==> config.mk <==
export PLATFORM = sky130hd
export DESIGN_NAME = white_key_raster
export DESIGN_NICKNAME = d
export VERILOG_FILES = /design/src/rtl/white_key_pkg.sv /design/src/rtl/white_key_held_map.sv /design/src/rtl/white_key_raster.sv
export SDC_FILE = /design/constraint.sdc
export NUM_CORES = 1
export LEC_CHECK = 0
export ABC_AREA = 0
export BUFFER_PORTS_ARGS = -buffer_cell sky130_fd_sc_hd__buf_4
export CORE_UTILIZATION = 45
export CTS_CLUSTER_SIZE = 40
export DETAILED_ROUTE_END_ITERATION = 6
export HOLD_SLACK_MARGIN = 0.06
export PLACE_DENSITY_LB_ADDON = 0.12
export SLEW_MARGIN = 20
export SYNTH_ARGS = -nofsm -noshare
export SYNTH_HDL_FRONTEND = slang
export SYNTH_SLANG_ARGS = --single-unit
==> constraint.sdc <==
create_clock -name clk -period 3 [get_ports clk]
set_input_delay 0.15 -clock clk [delete_from_list [all_inputs] [get_ports clk]]
set_output_delay 0.15 -clock clk [all_outputs]
set_load 0.01 [all_outputs]
==> src/rtl/white_key_pkg.sv <==
// Shared constants, note indices and row-tracker state encoding for the white-key raster.
package white_key_pkg;

  localparam int unsigned NUM_KEYS      = 15;
  localparam int unsigned BAND_H        = 32;
  localparam int unsigned Y_W           = 12;
  localparam int unsigned NOTE_W        = 4;
  localparam int unsigned OFS_W         = 5;
  localparam int unsigned BAND_LAST_ROW = NUM_KEYS * BAND_H - 1;

  localparam logic [NOTE_W-1:0] L_5 = 4'd0;
  localparam logic [NOTE_W-1:0] L_6 = 4'd1;
  localparam logic [NOTE_W-1:0] L_7 = 4'd2;
  localparam logic [NOTE_W-1:0] M_1 = 4'd3;
  localparam logic [NOTE_W-1:0] M_2 = 4'd4;
  localparam logic [NOTE_W-1:0] M_3 = 4'd5;
  localparam logic [NOTE_W-1:0] M_4 = 4'd6;
  localparam logic [NOTE_W-1:0] M_5 = 4'd7;
  localparam logic [NOTE_W-1:0] M_6 = 4'd8;
  localparam logic [NOTE_W-1:0] M_7 = 4'd9;
  localparam logic [NOTE_W-1:0] H_1 = 4'd10;
  localparam logic [NOTE_W-1:0] H_2 = 4'd11;
  localparam logic [NOTE_W-1:0] H_3 = 4'd12;
  localparam logic [NOTE_W-1:0] H_4 = 4'd13;
  localparam logic [NOTE_W-1:0] H_5 = 4'd14;

  typedef enum logic [1:0] {
    UNSYNC = 2'd0,
    ACTIVE = 2'd1,
    BEYOND = 2'd2
  } row_state_e;

  function automatic logic [NUM_KEYS-1:0] note_onehot(input logic [NOTE_W-1:0] note);
    return NUM_KEYS'(1) << note;
  endfunction

endpackage

==> src/rtl/white_key_held_map.sv <==
// Held-key shadow and frame-stable display bitmaps with the event handshake.
// WHITE_KEY_SUSTAIN_EN adds a sustain input that defers note-off until sustain drops.
module white_key_held_map
  import white_key_pkg::*;
(
  input  logic                clk,
  input  logic                reset,
  input  logic                copy_stb,
  input  logic                ev_valid,
  input  logic [NOTE_W-1:0]   ev_note,
  input  logic                ev_on,
`ifdef WHITE_KEY_SUSTAIN_EN
  input  logic                sustain,
`endif
  output logic                ev_ready,
  output logic                ev_err,
  output logic [NUM_KEYS-1:0] shadow_map,
  output logic [NUM_KEYS-1:0] held_map
);

  logic                r_ready;
  logic                r_err;
  logic [NUM_KEYS-1:0] r_shadow;
  logic [NUM_KEYS-1:0] r_held;
  logic [NUM_KEYS-1:0] w_shadow_nx;
  logic                w_accept;
  logic                w_note_ok;

  assign w_accept  = ev_valid && r_ready;
  assign w_note_ok = (ev_note < NOTE_W'(NUM_KEYS));

`ifdef WHITE_KEY_SUSTAIN_EN
  logic                r_sus_d;
  logic [NUM_KEYS-1:0] r_pend;
  logic [NUM_KEYS-1:0] w_pend_nx;

  // Event is applied first; a sustain release then drops every pending note.
  always_comb begin
    w_shadow_nx = r_shadow;
    w_pend_nx   = r_pend;
    if (w_accept && w_note_ok) begin
      if (ev_on) begin
        w_shadow_nx[ev_note] = 1'b1;
        w_pend_nx[ev_note]   = 1'b0;
      end else if (sustain) begin
        w_pend_nx[ev_note] = 1'b1;
      end else begin
        w_shadow_nx[ev_note] = 1'b0;
      end
    end
    if (r_sus_d && !sustain) begin
      w_shadow_nx = w_shadow_nx & ~w_pend_nx;
      w_pend_nx   = '0;
    end
  end

  always_ff @(posedge clk or posedge reset) begin
    if (reset) begin
      r_sus_d <= 1'b0;
      r_pend  <= '0;
    end else begin
      r_sus_d <= sustain;
      r_pend  <= w_pend_nx;
    end
  end
`else
  always_comb begin
    w_shadow_nx = r_shadow;
    if (w_accept && w_note_ok) begin
      w_shadow_nx[ev_note] = ev_on;
    end
  end
`endif

  // Display copy samples the pre-event shadow so a coincident event lands next frame.
  always_ff @(posedge clk or posedge reset) begin
    if (reset) begin
      r_ready  <= 1'b0;
      r_err    <= 1'b0;
      r_shadow <= '0;
      r_held   <= '0;
    end else begin
      r_ready  <= 1'b1;
      r_err    <= w_accept && !w_note_ok;
      r_shadow <= w_shadow_nx;
      if (copy_stb) begin
        r_held <= r_shadow;
      end
    end
  end

  assign ev_ready   = r_ready;
  assign ev_err     = r_err;
  assign shadow_map = r_shadow;
  assign held_map   = r_held;

endmodule

==> src/rtl/white_key_raster.sv <==
// Row tracker and key-band output mux for the white-key display.
// WHITE_KEY_SUSTAIN_EN adds the sustain input (passed to the held-map block).
module white_key_raster
  import white_key_pkg::*;
(
  input  logic                clk,
  input  logic                reset,
  input  logic                row_stb,
  input  logic [Y_W-1:0]      CounterY,
  input  logic                ev_valid,
  output logic                ev_ready,
  input  logic [NOTE_W-1:0]   ev_note,
  input  logic                ev_on,
`ifdef WHITE_KEY_SUSTAIN_EN
  input  logic                sustain,
`endif
  output logic                ev_err,
  output logic [NUM_KEYS-1:0] key_onehot,
  output logic                band_valid,
  output logic                key_lit,
  output logic [NUM_KEYS-1:0] held_map
);

  row_state_e          r_state;
  row_state_e          w_state_nx;
  logic [NOTE_W-1:0]   r_band;
  logic [NOTE_W-1:0]   w_band_nx;
  logic [NOTE_W-1:0]   w_note_nx;
  logic [OFS_W-1:0]    r_ofs;
  logic [OFS_W-1:0]    w_ofs_nx;
  logic [Y_W-1:0]      r_prev_y;
  logic [Y_W-1:0]      w_y_inc;
  logic                w_copy;
  logic [NUM_KEYS-1:0] w_shadow;
  logic [NUM_KEYS-1:0] w_disp_nx;
  logic [NUM_KEYS-1:0] r_onehot;
  logic [NUM_KEYS-1:0] w_onehot_nx;
  logic                r_bv;
  logic                w_bv_nx;
  logic                r_lit;
  logic                w_lit_nx;

  assign w_y_inc   = r_prev_y + Y_W'(1);
  assign w_copy    = row_stb && (CounterY == '0);
  assign w_disp_nx = w_copy ? w_shadow : held_map;

  white_key_held_map u_held_map (
    .clk        (clk),
    .reset      (reset),
    .copy_stb   (w_copy),
    .ev_valid   (ev_valid),
    .ev_note    (ev_note),
    .ev_on      (ev_on),
`ifdef WHITE_KEY_SUSTAIN_EN
    .sustain    (sustain),
`endif
    .ev_ready   (ev_ready),
    .ev_err     (ev_err),
    .shadow_map (w_shadow),
    .held_map   (held_map)
  );

  // Next row position and band outputs; everything holds between row strobes.
  always_comb begin
    w_state_nx  = r_state;
    w_band_nx   = r_band;
    w_ofs_nx    = r_ofs;
    w_note_nx   = '0;
    w_onehot_nx = r_onehot;
    w_bv_nx     = r_bv;
    w_lit_nx    = r_lit;
    if (row_stb) begin
      if (CounterY == '0) begin
        w_state_nx = ACTIVE;
        w_band_nx  = '0;
        w_ofs_nx   = '0;
      end else if (CounterY == w_y_inc) begin
        case (r_state)
          ACTIVE: begin
            if (r_ofs == OFS_W'(BAND_H - 1)) begin
              w_ofs_nx = '0;
              if (r_band == NOTE_W'(NUM_KEYS - 1)) begin
                w_state_nx = BEYOND;
              end else begin
                w_band_nx = r_band + NOTE_W'(1);
              end
            end else begin
              w_ofs_nx = r_ofs + OFS_W'(1);
            end
          end
          default: ;
        endcase
      end else begin
        w_state_nx = UNSYNC;
      end
      w_note_nx = NOTE_W'(NUM_KEYS - 1) - w_band_nx;
      if (w_state_nx == ACTIVE) begin
        w_onehot_nx = note_onehot(w_note_nx);
        w_bv_nx     = 1'b1;
        w_lit_nx    = w_disp_nx[w_note_nx];
      end else begin
        w_onehot_nx = '0;
        w_bv_nx     = 1'b0;
        w_lit_nx    = 1'b0;
      end
    end
  end

  always_ff @(posedge clk or posedge reset) begin
    if (reset) begin
      r_state  <= UNSYNC;
      r_band   <= '0;
      r_ofs    <= '0;
      r_prev_y <= '0;
      r_onehot <= '0;
      r_bv     <= 1'b0;
      r_lit    <= 1'b0;
    end else begin
      r_state  <= w_state_nx;
      r_band   <= w_band_nx;
      r_ofs    <= w_ofs_nx;
      r_onehot <= w_onehot_nx;
      r_bv     <= w_bv_nx;
      r_lit    <= w_lit_nx;
      if (row_stb) begin
        r_prev_y <= CounterY;
      end
    end
  end

  assign key_onehot = r_onehot;
  assign band_valid = r_bv;
  assign key_lit    = r_lit;

endmodule
Word-level counts from Yosys, hierarchy flattened
Index checks and enable logic that the tools add are counted.
Widths: inputs -> output; s select.
- $add $sub $neg: 4
- $lt $le $gt $ge: 4
- equal/unequal tests: 5
- shift-type cells: 1
- muxes and demuxes: 25
- reduce and logical (&&, ||, !) cells: 10
- operators with widths (cell ; number):
    $mux 15 ; 2
    $mux 4 ; 6
    $mux 5 ; 4
    $bwmux 15 ; 1
    $shl 1x4->15 const A ; 1
    $add 12x1->12 const B ; 1
    $eq 12x12->1 ; 1
    $logic_not 12->1 ; 1
    $mux 2 ; 6
    $lt 4x5->1 const B ; 2
    $add 5x1->5 const B ; 1
    $eq 5x5->1 const B ; 1
    $logic_and 1x1->1 ; 5
    $add 4x1->4 const B ; 1
    $bmux 1 s4 ; 1
    $demux 1 s4 ; 1
    $eq 2x1->1 const B ; 2
    $eq 4x4->1 const B ; 1
    $ge 4x1->1 const B ; 1
    $lt 4x4->1 const B ; 1
    $mux 1 ; 4
    $reduce_bool 2->1 ; 2
    $sub 4x4->4 const A ; 1
    $reduce_and 3->1 ; 1
    $logic_not 1->1 ; 1
- flip-flop bits (word level): 72
- word-level logic and storage cells: 60

Longest topological paths before layout
Gate-level depths: netlist of run 1.
- word-level depth: 11
- depth in mapped cells: 15

Modules after synthesis
Synthesis of run 1 repeated with hierarchy kept, for this count alone.
- cells, all modules: 345
- area total of the unflattened synthesis: 4021.4 µm²
- modules (own cells, without submodules) (module ; times used ; cells each ; area an instance (µm²)):
    white_key_raster ; 1 ; 251 ; 2688.8
    white_key_held_map ; 1 ; 94 ; 1332.5

Least setup slack after synthesis of run 1
No wires, ideal clock.
- path type: flip-flop to flip-flop
- start point: register r_prev_y[0]
- end point: register r_lit, in the netlist key_lit
- setup time: 0.091 ns
- arrival: 3.140 ns
- data required time: 2.909 ns
- path slack: -0.230 ns
- cell stages (with the launch flop): 16
- buffers on the path: 2
- period minus slack after synthesis: 3.230 ns
- path through: dfrtp_1 > ha_1 > and4_1 > xnor2_1 > o21ai_1 > a32o_2 > and4b_1 > buf_6 > a211o_1 > and2_1 > buf_6 > ha_1 > mux4_2 > nor2_1 > or3_1 > o221ai_1
- longest elaborated chain between the ends: 9
- ends and longest elaborated chain (element ; RTL line ; source):
    from (decl) ; white_key_raster.sv:31 ; logic [Y_W-1:0] r_prev_y;
    from (signal assigned) ; white_key_raster.sv:126 ; r_prev_y <= CounterY;
    $add 12x1->12 * ; white_key_raster.sv:43 ; assign w_y_inc = r_prev_y + Y_W'(1);
    $eq 12x12->1 * ; white_key_raster.sv:77 ; end else if (CounterY == w_y_inc) begin
    $mux 4 ; white_key_raster.sv:77 ;
    $mux 4 ; white_key_raster.sv:73 ; if (CounterY == '0) begin
    $mux 4 ; white_key_raster.sv:72 ; if (row_stb) begin
    $sub 4x4->4 ; white_key_raster.sv:96 ; w_note_nx = NOTE_W'(NUM_KEYS - 1) - w_band_nx;
    $bmux 1 s4 ; white_key_raster.sv:100 ; w_lit_nx = w_disp_nx[w_note_nx];
    $mux 1 (not written as such) ; white_key_raster.sv:100 ;
    $mux 1 * ; white_key_raster.sv:97 ; if (w_state_nx == ACTIVE) begin
    to (signal assigned) ; white_key_raster.sv:124 ; r_lit <= w_lit_nx;
    to (decl) ; white_key_raster.sv:40 ; logic r_lit;
Every way passes the cells marked *; elsewhere a longest branch is shown, timed or not. The select of a mux whose other input is x is not followed.
A chain may end at the register's enable or synchronous reset.

Final worst setup path of run 1
- start point: register r_prev_y[1]
- end point: register r_lit, in the netlist key_lit
The elaborated chain is that of the path after synthesis.

==> results.cfg, run 1 <==
[worst_setup_path]
crit_end = key_lit$_DFFE_PP0P_
critPathTopFamily = simple AND/OR/NAND/NOR gates
cp_max_fo = 5
criticalPathCategory = flop to flop
path_cells = ha_2, and4_4, xnor2_1, o21ai_1, a32o_2, and4b_2, a211o_1, and2_4, buf_4, nor4_4, o21ai_2, or3_1, o221ai_1
cp.required_ns = 3.26
max_stage_delay_ns = 0.38
startpoint = r_prev_y[1]$_DFFE_PP0P_
arrival_ns = 3.33
r2r_start = r_prev_y[1]$_DFFE_PP0P_
cp_slowest_cell = or3_1
rrSetupSlack_ns = -0.07
endpoint_kind = flop
crit_buf_inv = 1
worstRegToRegCells = 13
cp-start-kind = flop
path_depth = 13
r2r_end = key_lit$_DFFE_PP0P_

[grt]
grt_pass1_wl_um = 14300
grt_max_degree = 73
grtUsageMet2_pct = 35.4
grt_pass1_vias = 2950
met1_usage_pct = 27.7
antenna_found_initial = 0
grt_use_total_pct = 21.1
grt_overflow_total = 0
use_met3_pct = 4.39
busiest_layer = met2

[routing]
detail-route-antenna-nets = 0
drtIter0Drc = 94
vias_per_cell = 5.42
vias = 2864
remaining_drc_errors = 0
routed_wl_um = 8280
wire_per_inst_um = 15.7
firstDrtPassIters = 4

[die]
dieArea_um2 = 8700
pin_count = 55
die_x_um = 93.3
rows = 32
start_util_pct = 47.5
fp.dieH_um = 93.3
coreArea_um2 = 7890

[timing]
clock.fmax_mhz = 325
period_share_pct = 102
timing.slew.headroom_pct = 40.3
drv_slew = 0
period_minus_slack_ns = 3.07
setup_viol = 8
rsz0062_at_grt = yes
hold_slack_ns = 0.0754
worst_slew_pin_slew_ns = 0.895
fin_skew_ns = 0.00631
hold_violations = 0
worst_slack_ns = -0.0733
setup_tns_ns = -0.236

[synthesis]
avgSynthCellArea_um2 = 11.2
ys_seq_elements = 72
yosysTopAreaCellShare_pct = 48.1
synth-seq-area-share_pct = 48.1
yosys_most_used_dff = dfrtp_1
syn_area_um2 = 3750
yosysUniqueCellTypes = 56
postSynth.asyncResetShare_pct = 100
ys_warn_count = 0
synth_enable_flop_cells = 0
synth_fp_nets = 363
synth.area.top_cells = dfrtp_1, mux2_2, nand2_1
yosys.area.top_type = dfrtp_1
synthCells = 335

[worst_hold_path]
hold_path.class = primary input to asynchronous set/reset pin

[cts]
cts-root-buf = clkbuf_8
htree_num_levels = 3
clk_latency_ns = 0.34
numCtsBuffers = 9
clock_path_buffers = 2
clock_sinks = 72
clk_pin_slew_ns = 0.08
cts_tree = done

[final_layout]
mostFrequentLayoutCells = buf_4, dfrtp_1, mux2_2, nand2_1, nor2_1
syn_to_final_growth_pct = 27.4
fin_util_pct = 60.5
multi_input_area_um2 = 1930
layout-drive-gt1-share_pct = 41.3
register_area_um2 = 1800
fillers = 663
diodes = 0
mostFrequentLayoutCell = buf_4
final_nets = 449
fin_cells = 528

[pwr]
leakagePower_nw = 2.19
p_per_area_nw_per_um2 = 455
ir_drop_v = 0.000273

[run_status]
run_status = finished, violations left
violations = setup timing

[job]
cap_violations = 0

[placed_design]
pre_cts_slack_ns = -0.141
io_buffers = 54
gp_congestion = 0.824
dpl.hpwl_um = 6030
dp.cells = 509
## worst min path at each step
stage	startpoint	endpoint	slack, ns	cells past startpoint
2_1_floorplan	CounterY[2]	r_prev_y[2]$_DFFE_PP0P_	0.27	2
3_3_place_gp	CounterY[4]	r_prev_y[4]$_DFFE_PP0P_	0.41	2
3_5_place_dp	CounterY[4]	r_prev_y[4]$_DFFE_PP0P_	0.42	2
4_1_cts	CounterY[1]	r_prev_y[1]$_DFFE_PP0P_	0.06	2
5_1_grt	CounterY[3]	r_prev_y[3]$_DFFE_PP0P_	0.06	2
6_report	reset	r_prev_y[3]$_DFFE_PP0P_	0.08	3
## timing repair
action,in CTS,in global routing
pin swaps,11,0
buffers inserted,2,0
hold endpoints to repair,0,1
resized for setup,7,9
hold buffers,0,1
setup endpoints to repair,10,17
## routing by layer
metal	vias to the layer above	part of all wire (%)
met5	-	0
met4	0	0.97
met3	6	2.8
met2	52	49
met1	1401	48
li1	1405	-
## Yosys cell counts, drive strengths merged (2+ instances only)
master / instances
dfrtp: 72
mux2: 45
nand2: 29
nor2: 23
o21ai: 16
nand3: 13
inv: 10
o2bb2ai: 10
a21oi: 8
nand4: 8
nor3: 8
xnor2: 8
ha: 7
xor2: 7
nor2b: 6
nor4: 6
buf: 5
clkbuf: 5
and3: 4
mux2i: 4
nand2b: 4
and4: 3
mux4: 3
a211oi: 2
a41oi: 2
and2: 2
nor3b: 2
o21a: 2
o31ai: 2
o32ai: 2
o41ai: 2
or3: 2
## cells by family after synthesis
family	Yosys count	synth area share (%)
buf+inv	20	2.54
simple gates	113	16.2
fa+ha+maj	7	2.34
xor+xnor	15	3.50
other cells	1	0.100
mux	52	16.4
compound gates	55	10.9
flops	72	48.1
## cell type report
type                    instances  area share (%)
repair buffers                 85            13.8
clock buffers                  11            3.17
clock inverters                 5            1.31
well taps                     102            2.67
flip-flops and latches         72            37.8
multi-input cells             243            40.5
inverters                      10           0.786
## power by group
group / leakage, nW / internal (mW) / switching (mW)
clock: 0.103 / 0.435 / 0.370
sequential: 0.951 / 1.03 / 0.0464
combinational: 1.14 / 0.151 / 0.142
total: 2.19 / 1.61 / 0.558
## worst register-to-register path, cell delays in order (launching register included)
cell and delay, ns:
dfrtp_1 0.37, ha_2 0.22, and4_4 0.26, xnor2_1 0.13
o21ai_1 0.07, a32o_2 0.23, and4b_2 0.25, a211o_1 0.28
and2_4 0.18, buf_4 0.15, nor4_4 0.31, o21ai_2 0.09
or3_1 0.38, o221ai_1 0.07
## through the flow
step,area (µm²),power [mW]
6_report,4770,2.17
5_1_grt,4770,2.28
4_1_cts,4730,2.20
3_5_place_dp,4450,1.38
3_3_place_gp,4450,1.37
2_1_floorplan,3770,1.27
## state kept, by name, summed over array words and instances (netlist names)
signal,count
u_held_map.ev_ready,1
u_held_map.ev_err,1
u_held_map.held_map,15
key_lit,1
r_state,2
key_onehot,15
r_band,4
r_ofs,5
r_prev_y,12
band_valid,1
u_held_map.shadow_map,15
No activity file was read; power rests on OpenSTA's default activity.
==> inputs of run 2 (changes only) <==
Settings changed: PLACE_DENSITY_LB_ADDON 0.12 to 0.08.
==> run 2 against run 1 <==
Against the previous run: critical path type unchanged; global-route usage up 1.2 points; the run still ends with setup timing left; hold slack better by 0.014 ns; first-iteration DRC count decreased by 8.5%; clock power is 2% higher.
==> results.cfg, run 2 (synthesis results as in run 1) <==
[grt]
grt_max_degree = 39
grt_overflow_total = 0
antenna_found_initial = 0
grtUsageMet2_pct = 36.3
use_met3_pct = 5.69
grt_pass1_wl_um = 14900
met1_usage_pct = 29.8
busiest_layer = met2
grt_use_total_pct = 22.4
grt_pass1_vias = 3032

[cts]
numCtsBuffers = 9
cts_tree = done
clk_latency_ns = 0.36
htree_num_levels = 3
clock_path_buffers = 2
cts-root-buf = clkbuf_8
clk_pin_slew_ns = 0.08
clock_sinks = 72

[worst_setup_path]
path_cells = buf_4, nand4_1, buf_4, a21oi_2, a2bb2oi_2, o21ai_2, and4b_2, a211o_1, buf_6, a21oi_4, mux2i_4, nor2_1, or3_1, o221ai_2
max_stage_delay_ns = 0.40
criticalPathCategory = flop to flop
cp-start-kind = flop
arrival_ns = 3.37
worst_path_most_repeated_cell = buf_4
cp_slowest_cell = dfrtp_1
cp_max_fo = 3
endpoint_kind = flop
cp.required_ns = 3.27

[pwr]
p_comb_share_pct = 14.6
p_switching_mw = 0.606
ir_drop_v = 0.000456
p_int_mw = 1.62
leakagePower_nw = 2.30
p_clk_share_pct = 36.9
p_per_area_nw_per_um2 = 442
p_total_mw = 2.22
power.share.sequential_pct = 48.4
swShare_pct = 27.2

[final_layout]
layout-drive-gt1-share_pct = 44.4
mostFrequentLayoutCells = buf_4, dfrtp_1, mux2_2, nand2_1, nor2_1
fin_cells = 543
mostFrequentLayoutCell = buf_4
diodes = 0
final_nets = 464
fillers = 632
syn_to_final_growth_pct = 34.3
stdcell_area_um2 = 5030

[placed_design]
pre_cts_slack_ns = -0.124
io_buffers = 54
dp.cells = 515
gp_congestion = 0.854
dpl_cell_area_um2 = 4500
dpl.hpwl_um = 6290

[worst_hold_path]
hold_path.class = primary input to flop

[run_status]
violations = setup timing
run_status = finished, violations left

[routing]
detail-route-antenna-nets = 0
drtIter0Drc = 86
remaining_drc_errors = 0
firstDrtPassIters = 4
routed_wl_um = 8940
wire_per_inst_um = 16.5
vias_per_cell = 5.45
vias = 2958

[die]
fp.dieH_um = 93.3
start_util_pct = 47.5
coreArea_um2 = 7890
die_x_um = 93.3
dieArea_um2 = 8700
rows = 32
pin_count = 55

[timing]
worst_slew_pin_slew_ns = 0.824
period_share_pct = 103
setup_viol = 6
timing.slew.headroom_pct = 45.0
fin_skew_ns = 0.0105
hold_violations = 0
rsz0062_at_grt = yes
worst_slack_ns = -0.0975
clock.fmax_mhz = 323
period_minus_slack_ns = 3.10
drv_slew = 0
hold_slack_ns = 0.0897

[job]
cap_violations = 0
==> run 2: layout make-up <==
| cell class | instances | area (µm²) | share of cell area [%] |
|---|---|---|---|
| multi-input cells | 243 | 2050 | 40.7 |
| inverters | 10 | 37.5 | 0.746 |
| clock inverters | 6 | 75.1 | 1.49 |
| well taps | 102 | 128 | 2.53 |
| flip-flops and latches | 72 | 1800 | 35.8 |
| clock buffers | 10 | 138 | 2.73 |
| repair buffers | 100 | 806 | 16.0 |
==> run 2: repair_timing <==
item / in CTS / in global routing
hold buffers: 10 / 0
endpoints found under the hold margin: 45 / 0
endpoints found under the setup margin: 10 / 17
gates resized for setup: 14 / 28
pin swaps: 8 / 20
buffers inserted: 0 / 2
==> run 2: critical path, delay by kind of cell, from the launching register on <==
family,cells,cell delay (ns)
AOI/OAI and AO/OA,6,1.05
buffers and inverters,3,0.45
DFF,1,0.40
muxes,1,0.29
and+or+nand+nor,4,0.82
==> run 2: stage by stage <==
step | util (%) | TNS, ns
floorplan | - | -0.0867
global placement | 57.0 | -0.0488
detailed placement | 57.0 | -0.374
CTS | 61.9 | -0.0516
global route | 63.8 | -1.88
finish | 63.8 | -0.196
==> run 2: final timing paths <==
path	from	to	slack, ns	cells past startpoint
min in group asynchronous	reset	r_prev_y[0]$_DFFE_PP0P_	0.57	3
setup / recovery	r_prev_y[1]$_DFFE_PP0P_	key_lit$_DFFE_PP0P_	-0.1	14
setup reg to reg	r_prev_y[1]$_DFFE_PP0P_	key_lit$_DFFE_PP0P_	-0.1	14
hold reg to reg	band_valid$_DFFE_PP0P_	band_valid$_DFFE_PP0P_	0.49	1
max in group asynchronous	reset	u_held_map.held_map[0]$_DFF_PP0_	1.66	4
hold / removal	CounterY[8]	r_prev_y[8]$_DFFE_PP0P_	0.09	2
==> run 2: per-layer routing <==
metal | wire length, µm | share of wire, %
met1 | 4140 | 46
met2 | 4370 | 49
met3 | 333 | 3.7
met4 | 96 | 1.1
met5 | 0 | 0
==> run 2: power groups by stage <==
stage | clock, mW | sequential [mW] | combinational (mW)
final | 0.822 | 1.08 | 0.326
after global routing | 0.882 | 1.09 | 0.357
after detailed placement | 0 | 1.09 | 0.288
after CTS | 0.844 | 1.08 | 0.308
after floorplan | 0 | 1.08 | 0.190
after global placement | 0 | 1.09 | 0.281
==> inputs of run 3 (changes only) <==
Settings changed: GPL_TIMING_DRIVEN set to 0.
==> run 3 against run 2 <==
Against the previous run: the run still ends with setup timing left; core utilization down 0.79 points; hold slack lost 0.011 ns; die area stayed put; first-iteration DRC count increased by 59%; sequential power about the same; total power decreased by 2.8%; highest routed layer unchanged; flip-flop and latch count is the same.
==> results.cfg, run 3 (synthesis results as in run 1) <==
[run_status]
run_status = finished, violations left
violations = setup timing

[routing]
routed_wl_um = 8650
drtIter0Drc = 137
wl_met1_um = 4090
vias = 2922
wire_per_inst_um = 16.1
highest_layer = met4
dr_wl_met2_um = 4130
wl_met3_um = 264
vias_per_cell = 5.45
firstDrtPassIters = 5
detail-route-antenna-nets = 0
remaining_drc_errors = 0

[final_layout]
final_nets = 458
mostFrequentLayoutCell = buf_4
mostFrequentLayoutCells = buf_4, dfrtp_1, mux2_2, nand2_1, nor2_1
diodes = 0
layout-drive-gt1-share_pct = 43.1
syn_to_final_growth_pct = 32.6
fin_cells = 536

[cts]
numCtsBuffers = 9
clk_pin_slew_ns = 0.08
clock_path_buffers = 2
htree_num_levels = 3
cts-root-buf = clkbuf_8
clock_sinks = 72
cts_tree = done
clk_latency_ns = 0.34

[pwr]
p_per_area_nw_per_um2 = 435
p_switching_mw = 0.574
p_comb_share_pct = 15.9
swShare_pct = 26.5
p_int_mw = 1.59
ir_drop_v = 0.000266
power.share.sequential_pct = 49.7
p_clk_share_pct = 34.4
leakagePower_nw = 2.28

[placed_design]
pre_cts_slack_ns = -0.417
dp.cells = 492
io_buffers = 54
gp_congestion = 0.808
dpl.hpwl_um = 5890

[die]
die_x_um = 93.3
rows = 32
pin_count = 55
coreArea_um2 = 7890
dieArea_um2 = 8700
fp.dieH_um = 93.3
start_util_pct = 47.5

[worst_setup_path]
arrival_ns = 3.42
endpoint_kind = flop
cp.required_ns = 3.25
criticalPathCategory = flop to flop
cp-start-kind = flop
cp_max_fo = 6

[timing]
clock.fmax_mhz = 316
setup_viol = 14
rsz0062_at_grt = yes
worst_slack_ns = -0.163
period_share_pct = 105
setup_tns_ns = -1.22
hold_slack_ns = 0.0787
period_minus_slack_ns = 3.16
timing.slew.headroom_pct = 56.5
drv_slew = 0
worst_slew_pin_slew_ns = 0.652
fin_skew_ns = 0.00796
hold_violations = 0

[grt]
grt_pass1_vias = 2885
grt_use_total_pct = 20.9
grt_max_degree = 44
grt_overflow_total = 0
antenna_found_initial = 0
grt_pass1_wl_um = 14100

[worst_hold_path]
hold_path.class = primary input to flop

[job]
cap_violations = 0
-- run 3: cell count changes in the layout (fill, tap and decap cells not counted), moves of 3 or more --
cell | before | now
clkbuf_1 | 0 | 5
o2bb2ai_2 | 4 | 9
buf_4 | 82 | 73
o2bb2ai_1 | 6 | 1
dlygate4sd3_1 | 10 | 5
clkinv_2 | 0 | 3
-- run 3: metrics by stage --
step,util (%),power [mW],area (µm²)
after global routing,63.0,2.26,4970
after detailed placement,54.9,1.36,4330
final,63.0,2.16,4970
after global placement,54.5,1.35,4300
after CTS,59.8,2.15,4720
after floorplan,-,1.27,3770
-- run 3: worst paths after layout --
path | cells after the start | slack [ns] | from | to
worst max-delay path | 13 | -0.16 | r_prev_y[0]$_DFFE_PP0P_ | key_lit$_DFFE_PP0P_
worst min-delay path | 2 | 0.08 | CounterY[7] | r_prev_y[7]$_DFFE_PP0P_
worst max register to register | 13 | -0.16 | r_prev_y[0]$_DFFE_PP0P_ | key_lit$_DFFE_PP0P_
worst min register to register | 2 | 0.49 | key_onehot[0]$_DFFE_PP0P_ | key_onehot[0]$_DFFE_PP0P_
max in group asynchronous | 4 | 2.08 | reset | r_prev_y[0]$_DFFE_PP0P_
min in group asynchronous | 3 | 0.36 | reset | u_held_map.held_map[7]$_DFF_PP0_
-- run 3: critical path: stages (launching register included) --
cell and delay [ns]:
dfrtp_2 0.45, ha_4 0.19, nor2b_1 0.14, o21a_1 0.18, o31ai_1 0.21, o2111a_1 0.26, and4b_2 0.32, nand4_1 0.12
and2_4 0.23, ha_4 0.31, mux4_2 0.20, nor2_1 0.04, or3_1 0.36, o221ai_1 0.07
-- run 3: cell type report --
type,count,area [µm²]
multi-input cells,243,2050
clock inverters,6,61.3
fillers,629,2920
plain buffers,8,35.0
clock buffers,9,124
repair buffers,86,726
flip-flops and latches,72,1800
well taps,102,128
inverters,10,43.8
-- run 3: what timing repair did --
action,in CTS,in global routing
pin swaps,14,23
endpoints found under the setup margin,16,16
buffers inserted,11,15
hold buffers,5,0
resized for setup,13,28
endpoints found under the hold margin,33,0
-- run 3: power groups by stage --
stage / Clock (mW) / Combinational (mW) / Sequential (mW)
after floorplan: 0 / 0.190 / 1.08
after global placement: 0 / 0.259 / 1.09
after detailed placement: 0 / 0.269 / 1.09
after CTS: 0.763 / 0.319 / 1.07
after global routing: 0.799 / 0.376 / 1.08
final: 0.745 / 0.344 / 1.07
-- run 3: metal layers --
| layer | up-vias | global-route usage [%] |
|---|---|---|
| met2 | 53 | 34.2 |
| met4 | 0 | 8.21 |
| li1 | 1418 | - |
| met1 | 1438 | 27.7 |
| met3 | 13 | 3.66 |
| met5 | - | 0 |
